<file path="src/rtl/i2c_arbiter_if.sv">
// i2c_arbiter_if
//   Bundles the client-side handshake and the shared byte-level I2C master
//   signals around the three-way arbiter.
//   Client side (3 clients, client i in slice i):
//     req, enableIn, instructionIn[2i+1:2i], byteToSendIn[8i+7:8i],
//     completeOut, grant, timeoutFlag
//   Master side:
//     instructionI2C, enableI2C, byteToSendI2C (to master)
//     byteReceivedI2C, completeI2C             (from master)
//   Modports:
//     slave  - the arbiter's view (serves the clients, drives the master)
//     master - the environment's view (clients plus the byte-level master)
interface i2c_arbiter_if;
  logic [2:0]  req;
  logic [2:0]  enableIn;
  logic [5:0]  instructionIn;
  logic [23:0] byteToSendIn;
  logic [2:0]  completeOut;
  logic [2:0]  grant;
  logic        timeoutFlag;
  logic [1:0]  instructionI2C;
  logic        enableI2C;
  logic [7:0]  byteToSendI2C;
  logic [7:0]  byteReceivedI2C;
  logic        completeI2C;

  modport slave (
    input  req, enableIn, instructionIn, byteToSendIn,
    input  byteReceivedI2C, completeI2C,
    output completeOut, grant, timeoutFlag,
    output instructionI2C, enableI2C, byteToSendI2C
  );

  modport master (
    output req, enableIn, instructionIn, byteToSendIn,
    output byteReceivedI2C, completeI2C,
    input  completeOut, grant, timeoutFlag,
    input  instructionI2C, enableI2C, byteToSendI2C
  );
endinterface

</file>
<file path="src/rtl/i2c_arbiter.sv">
// i2c_arbiter
//   Shares one byte-level I2C master between three clients. Round-robin,
//   per-transaction arbitration: the owner keeps the bus from grant until it
//   drops req. A watchdog reclaims the bus from an owner that holds req but
//   stops issuing instructions, by sending a STOP on its behalf and locking
//   that client out until it drops req.
//   Ports:
//     clk     - system clock
//     reset   - synchronous, active-high reset
//     bus     - i2c_arbiter_if.slave (client handshake + master signals)
//   Parameter:
//     TIMEOUT - idle cycles (req high, enable low) tolerated from the owner;
//               0 disables the watchdog.
module i2c_arbiter #(
  parameter logic [15:0] TIMEOUT = 16'd50000
) (
  input  logic         clk,
  input  logic         reset,
  i2c_arbiter_if.slave bus
);

  typedef enum logic [2:0] {
    IDLE,
    GRANTED,
    DRAIN,
    FORCE_STOP,
    GAP
  } state_t;

  localparam logic [1:0] INSTR_STOP = 2'd1;

  state_t      state, state_nx;
  logic [2:0]  grant_r, grant_nx;
  logic [1:0]  last, last_nx;
  logic [2:0]  lockout, lockout_nx;
  logic [15:0] wd_cnt, wd_cnt_nx;
  logic [1:0]  hold_instr;
  logic [7:0]  hold_byte;

  logic        own_req, own_en;
  logic [1:0]  own_instr;
  logic [7:0]  own_byte;

  logic [2:0]  eligible;
  logic        sel_valid;
  logic [1:0]  sel_idx;
  logic        wd_fire;

  logic        en_o;
  logic [1:0]  instr_o;
  logic [7:0]  byte_o;
  logic [2:0]  cmp_o;
  logic        tflag_o;

  // Owner view: grant_r is one-hot (or zero), so it doubles as the select.
  always_comb begin
    // NOTE: every signal written here gets a default first, so no path
    // through the block leaves one unassigned and no latch is inferred.
    own_req   = |(bus.req & grant_r);
    own_en    = |(bus.enableIn & grant_r);
    own_instr = '0;
    own_byte  = '0;
    for (int i = 0; i < 3; i++) begin
      if (grant_r[i]) begin
        own_instr = bus.instructionIn[2*i +: 2];
        own_byte  = bus.byteToSendIn[8*i +: 8];
      end
    end
  end

  // Round-robin pick: first eligible client after the last one granted.
  always_comb begin : arb
    logic [2:0] cand;
    eligible  = bus.req & ~lockout;
    sel_valid = 1'b0;
    sel_idx   = '0;
    cand      = '0;
    for (int k = 1; k <= 3; k++) begin
      cand = 3'(last) + 3'(k);
      if (cand >= 3'd3) cand = cand - 3'd3;
      if (!sel_valid && eligible[cand[1:0]]) begin
        sel_valid = 1'b1;
        sel_idx   = cand[1:0];
      end
    end
  end

  // Fires on the idle cycle that brings the count up to TIMEOUT.
  assign wd_fire = (TIMEOUT != 16'd0) && (state == GRANTED) && own_req &&
                   !own_en && ((wd_cnt + 16'd1) == TIMEOUT);

  always_comb begin
    state_nx   = state;
    grant_nx   = grant_r;
    last_nx    = last;
    wd_cnt_nx  = wd_cnt;
    lockout_nx = lockout & bus.req;   // a lockout ends once req drops
    en_o       = 1'b0;
    instr_o    = '0;
    byte_o     = '0;
    cmp_o      = '0;
    tflag_o    = 1'b0;

    unique case (state)
      IDLE: begin
        if (sel_valid) begin
          grant_nx  = 3'b001 << sel_idx;
          last_nx   = sel_idx;
          wd_cnt_nx = '0;
          state_nx  = GRANTED;
        end
      end

      GRANTED: begin
        en_o    = own_en;
        instr_o = own_instr;
        byte_o  = own_byte;
        cmp_o   = grant_r & {3{bus.completeI2C}};

        if (own_en)
          wd_cnt_nx = '0;
        else if (own_req && (wd_cnt != 16'hFFFF))
          wd_cnt_nx = wd_cnt + 16'd1;

        if (!own_req) begin
          // An instruction in flight when req drops still has to finish.
          grant_nx = '0;
          state_nx = own_en ? DRAIN : GAP;
        end else if (wd_fire) begin
          lockout_nx = lockout_nx | grant_r;
          tflag_o    = 1'b1;
          grant_nx   = '0;
          state_nx   = FORCE_STOP;
        end
      end

      DRAIN: begin
        en_o    = 1'b1;
        instr_o = hold_instr;
        byte_o  = hold_byte;
        if (bus.completeI2C) state_nx = GAP;
      end

      FORCE_STOP: begin
        en_o    = 1'b1;
        instr_o = INSTR_STOP;
        if (bus.completeI2C) state_nx = GAP;
      end

      GAP: begin
        // One enable-low cycle lets the master re-arm before the next owner.
        state_nx = IDLE;
      end

      default: state_nx = IDLE;
    endcase
  end

  always_ff @(posedge clk) begin
    // NOTE: non-blocking assignments so every register samples the values
    // present before the edge, independent of statement order.
    if (reset) begin
      state   <= IDLE;
      grant_r <= '0;
      last    <= 2'd2;
      lockout <= '0;
      wd_cnt  <= '0;
    end else begin
      state   <= state_nx;
      grant_r <= grant_nx;
      last    <= last_nx;
      lockout <= lockout_nx;
      wd_cnt  <= wd_cnt_nx;
    end
  end

  // NOTE: the hold registers carry no reset; they are only read in DRAIN,
  // which is reachable only through a cycle that has just loaded them.
  always_ff @(posedge clk) begin
    if (state == GRANTED && own_en) begin
      hold_instr <= own_instr;
      hold_byte  <= own_byte;
    end
  end

  assign bus.grant          = grant_r;
  assign bus.enableI2C      = en_o;
  assign bus.instructionI2C = instr_o;
  assign bus.byteToSendI2C  = byte_o;
  assign bus.completeOut    = cmp_o;
  assign bus.timeoutFlag    = tflag_o;

endmodule

</file>
<file path="src/flat_wrapper.sv">
// flat-port wrapper written by rule: the top's interface ports become plain ports
module i2c_arbiter_flat 
#(
  parameter logic [15:0] TIMEOUT = 16'd50000
)
  (clk, reset, bus_req, bus_enableIn, bus_instructionIn, bus_byteToSendIn, bus_byteReceivedI2C, bus_completeI2C, bus_completeOut, bus_grant, bus_timeoutFlag, bus_instructionI2C, bus_enableI2C, bus_byteToSendI2C);
  i2c_arbiter_if bus_i ();
  input  logic clk;
  input  logic reset;
  input wire logic [$bits(bus_i.req)-1:0] bus_req;
  input wire logic [$bits(bus_i.enableIn)-1:0] bus_enableIn;
  input wire logic [$bits(bus_i.instructionIn)-1:0] bus_instructionIn;
  input wire logic [$bits(bus_i.byteToSendIn)-1:0] bus_byteToSendIn;
  input wire logic [$bits(bus_i.byteReceivedI2C)-1:0] bus_byteReceivedI2C;
  input wire logic [$bits(bus_i.completeI2C)-1:0] bus_completeI2C;
  output wire logic [$bits(bus_i.completeOut)-1:0] bus_completeOut;
  output wire logic [$bits(bus_i.grant)-1:0] bus_grant;
  output wire logic [$bits(bus_i.timeoutFlag)-1:0] bus_timeoutFlag;
  output wire logic [$bits(bus_i.instructionI2C)-1:0] bus_instructionI2C;
  output wire logic [$bits(bus_i.enableI2C)-1:0] bus_enableI2C;
  output wire logic [$bits(bus_i.byteToSendI2C)-1:0] bus_byteToSendI2C;
  assign bus_i.req = bus_req;
  assign bus_i.enableIn = bus_enableIn;
  assign bus_i.instructionIn = bus_instructionIn;
  assign bus_i.byteToSendIn = bus_byteToSendIn;
  assign bus_i.byteReceivedI2C = bus_byteReceivedI2C;
  assign bus_i.completeI2C = bus_completeI2C;
  assign bus_completeOut = bus_i.completeOut;
  assign bus_grant = bus_i.grant;
  assign bus_timeoutFlag = bus_i.timeoutFlag;
  assign bus_instructionI2C = bus_i.instructionI2C;
  assign bus_enableI2C = bus_i.enableI2C;
  assign bus_byteToSendI2C = bus_i.byteToSendI2C;
  i2c_arbiter #(.TIMEOUT(TIMEOUT)) u_core (.clk(clk), .reset(reset), .bus(bus_i));
endmodule
</file>
<file path="config.mk">
export PLATFORM = sky130hd
export DESIGN_NAME = i2c_arbiter_flat
export DESIGN_NICKNAME = d
export VERILOG_FILES = /design/src/rtl/i2c_arbiter_if.sv /design/src/rtl/i2c_arbiter.sv /design/src/flat_wrapper.sv
export SDC_FILE = /design/constraint.sdc
export NUM_CORES = 1
export LEC_CHECK = 0
export BUFFER_PORTS_ARGS = -buffer_cell sky130_fd_sc_hd__buf_2
export CORE_MARGIN = 8
export CORE_UTILIZATION = 40
export CTS_CLUSTER_SIZE = 40
export DETAILED_ROUTE_END_ITERATION = 8
export HOLD_SLACK_MARGIN = 0.06
export PLACE_DENSITY = 0.68
export REMOVE_ABC_BUFFERS = 1
export SLEW_MARGIN = 10
export SYNTH_ARGS = -nofsm -noshare
export SYNTH_HDL_FRONTEND = slang
export SYNTH_SLANG_ARGS = --single-unit
</file>
<file path="constraint.sdc">
create_clock -name clk -period 3 [get_ports clk]
set_input_delay 0.3 -clock clk [delete_from_list [all_inputs] [get_ports clk]]
set_output_delay 0.3 -clock clk [all_outputs]
set_load 0.01 [all_outputs]
</file>
==> impl_metrics.yaml <==
logic_synthesis:
  synth_top_area_cell: "dfxtp_1"
  synth_top_flop_cell: "dfxtp_1"
  synthTopCellsByArea: "dfxtp_1 22%, edfxtp_1 12%, a22oi_1 7.0%"
  yosysTopAreaCellShare: 0.221
  synth.avg_cell_area_um2: 7.90
  synth_area_um2: 2450
  netlist_instances: 310
  synth_seq_cells: 37
  ys_warn_count: 0
  ys_seq_area_frac: 0.343
  postSynth.asyncResetShare: 0
  synth_edf_count: 10
  yosysUniqueCellTypes: 55
sta:
  finalSetupViolCount: 0
  maxSlewHeadroom: 0.483
  finalClockSkew_ns: 0.00576
  finalMaxSlewViolations: 0
  hold_viol: 0
  tightestPinTransition_ns: 0.772
  fin_crit_ns: 2.89
  max_freq_mhz: 346
  period_share: 0.964
  fin_ws_ns: 0.109
  fin_setup_tns_ns: 0
  rsz0062_at_grt: "no"
cts:
  path_clk_slew_ns: 0.07
  cts_tree: "done"
  htree_levels: 2
  clock-sinks: 37
  cts_buffers: 5
  cts_hold_buf: 0
  worstSkewPairLatency_ns: 0.29
  clock_path_buffers: 2
  ctsRootBufferMaster: "clkbuf_8"
power:
  p_comb_frac: 0.507
  p_int_uw: 1120
  peakVddDrop_uv: 279
  power_density_nw_per_um2: 655
  p_seq_frac: 0.325
  p_leak_uw: 0.00116
  swShare: 0.437
  p_sw_uw: 868
  pwr-share-clk: 0.168
global_route:
  grtUsageTotal: 0.157
  grt_max_degree: 29
  grt_pass1_wl_um: 11400
  grt_pass1_vias: 2367
  antenna_found_initial: 0
  overflow: 0
critical_path:
  cp.required_ns: 2.70
  critPathLaunchType: "flop"
  cp.arrival_ns: 2.59
  path_max_fanout: 4
  critical-path-slowest-cell: "or4_4"
  path_class: "reg2out"
  crit_chain: "ha_2 -> nand3_2 -> or4_4 -> or3_1 -> a21oi_2 -> or2b_1 -> nor4b_2 -> buf_2"
  crit_path_end_kind: "output pin"
  critPathMaxStageDelay_ns: 0.43
floorplan:
  num_rows: 28
  fp.dieH_um: 94.3
  die_x_um: 94.3
  die-area_um2: 8880
  ioPinCount: 65
  initial_utilization: 0.414
  core_region_area_um2: 5920
route:
  dr.pass1.iters: 5
  drtAntennaViolNets: 0
  routed.top_layer: "met4"
  drc: 0
  drtIter0Drc: 122
  finalWirelength_um: 7080
  met3_length_um: 682
  drt-met1-wl_um: 3130
  routed-wl-met2_um: 3210
  post_drt_via_cell_ratio: 5.72
  wl_per_cell_um: 15.6
  dr_total_vias: 2590
finish:
  drive_above_1_share: 0.283
  diodes: 0
  fin_nets: 428
  filler_cell_count: 583
  regArea_um2: 870
  final_area_um2: 3030
  areaGrowthSynthToFinish_pct: 23.7
  multiInputGateArea_um2: 1520
place:
  place_area_um2: 2880
  port_buffers: 56
  pre_cts_ws_ns: 0.223
  gp_congestion: 0.880
  hpwl_um: 5320
run:
  cap_violations: 0
status:
  status: "complete, no violations"
hold_path:
  hold_class: "in2reg"
[placed cells by master (no fill, tap or decap), drive strengths merged, types with 3 or more instances in the layout]
cell and instances:
buf 77, nor3 6, or3 4, mux2i 3, nor2b 9, nand3 11, dfxtp 27, nand4 7
nand2 36, a31oi 4, and3 5, edfxtp 10, nor2 40, a311oi 11, nand2b 3, a22oi 23
ha 4, or4 3, a211oi 3, inv 7, a21oi 14, clkbuf 6, a41oi 3, o21ai 25
[final timing paths]
| kind | startpoint | depth (start not counted) | slack, ns | to |
|---|---|---|---|---|
| worst max-delay path | u_core.wd_cnt[0] | 8 | 0.11 | bus_timeoutFlag |
| worst min-delay path | bus_req[2] | 3 | 0.29 | u_core.lockout[2] |
| worst max register to register | u_core.last[0] | 9 | 0.33 | u_core.state[0] |
| worst min register to register | u_core.wd_cnt[10] | 1 | 0.47 | u_core.wd_cnt[10] |
[worst max-delay path, delay by kind of cell, from the launching register on]
kind / cells / cell delay, ns
simple gates: 5 / 1.43
flops: 1 / 0.36
fa+ha+maj: 1 / 0.18
buf+inv: 1 / 0.18
compound gates: 1 / 0.13
[cell usage after synthesis, types with 3 or more instances]
cell type	count
a211oi_1	3
a21oi_1	13
a22oi_1	23
a311oi_1	11
a31oi_1	4
a41oi_1	3
and3_1	5
buf_4	3
clkbuf_1	12
dfxtp_1	27
edfxtp_1	10
ha_1	4
inv_1	7
mux2i_1	3
nand2_1	34
nand2b_1	3
nand3_1	10
nand4_1	6
nor2_1	40
nor2b_1	9
nor3_1	6
o21ai_0	25
or3_1	4
[metrics by stage]
| step | std cells | utilization | total power, µW | hold WS (ns) |
|---|---|---|---|---|
| after CTS | 450 | 0.503 | 2000 | 0.289 |
| after global placement | 442 | 0.487 | 1630 | 0.496 |
| after detailed placement | 442 | 0.487 | 1650 | 0.506 |
| final | 453 | 0.512 | 1990 | 0.292 |
| after global routing | 453 | 0.512 | 2150 | 0.321 |
| after floorplan | 293 | - | 1280 | 0.369 |
[final cells by class]
cell class / count / area share
clock buffers: 6 / 0.0239
clock inverters: 2 / 0.00330
inverters: 7 / 0.00867
multi-input cells: 249 / 0.502
flip-flops and latches: 37 / 0.287
well taps: 75 / 0.0310
repair buffers: 77 / 0.144
[state kept, by name, summed over array words and instances, names as in the netlist]
name               flops
u_core.bus.grant       3
u_core.hold_byte       8
u_core.hold_instr      2
u_core.last            2
u_core.lockout         3
u_core.state           3
u_core.wd_cnt         16
[timing repair]
item	CTS	global route
pin swaps	0	5
setup endpoints to repair	1	1
gates resized for setup	3	17
setup buffers	0	3
gates cloned	0	0
[power groups by stage]
stage	logic, µW	registers, µW	clock network (µW)
6_report	1010	645	334
5_1_grt	1120	653	371
4_1_cts	1000	648	351
3_5_place_dp	994	660	0
3_3_place_gp	977	657	0
2_1_floorplan	631	654	0
[cell families (layout without fill, tap and decap cells)]
group,after synthesis,after routing,share of synthesized area
AO/OA/AOI/OAI,101,101,0.282
AND/OR/NAND/NOR,138,138,0.290
adder cells (fa/ha/maj),4,4,0.0204
multiplexers,3,3,0.0123
XOR/XNOR,3,3,0.0107
buffers and inverters,24,92,0.0414
flip-flops,37,37,0.343
[layer usage]
| layer | vias to the layer above | GRT usage |
|---|---|---|
| met2 | 76 | 0.259 |
| li1 | 1306 | - |
| met5 | - | 0 |
| met3 | 6 | 0.0448 |
| met4 | 0 | 0.0410 |
| met1 | 1202 | 0.194 |
Note: power is estimated with default switching activity, not from simulation.
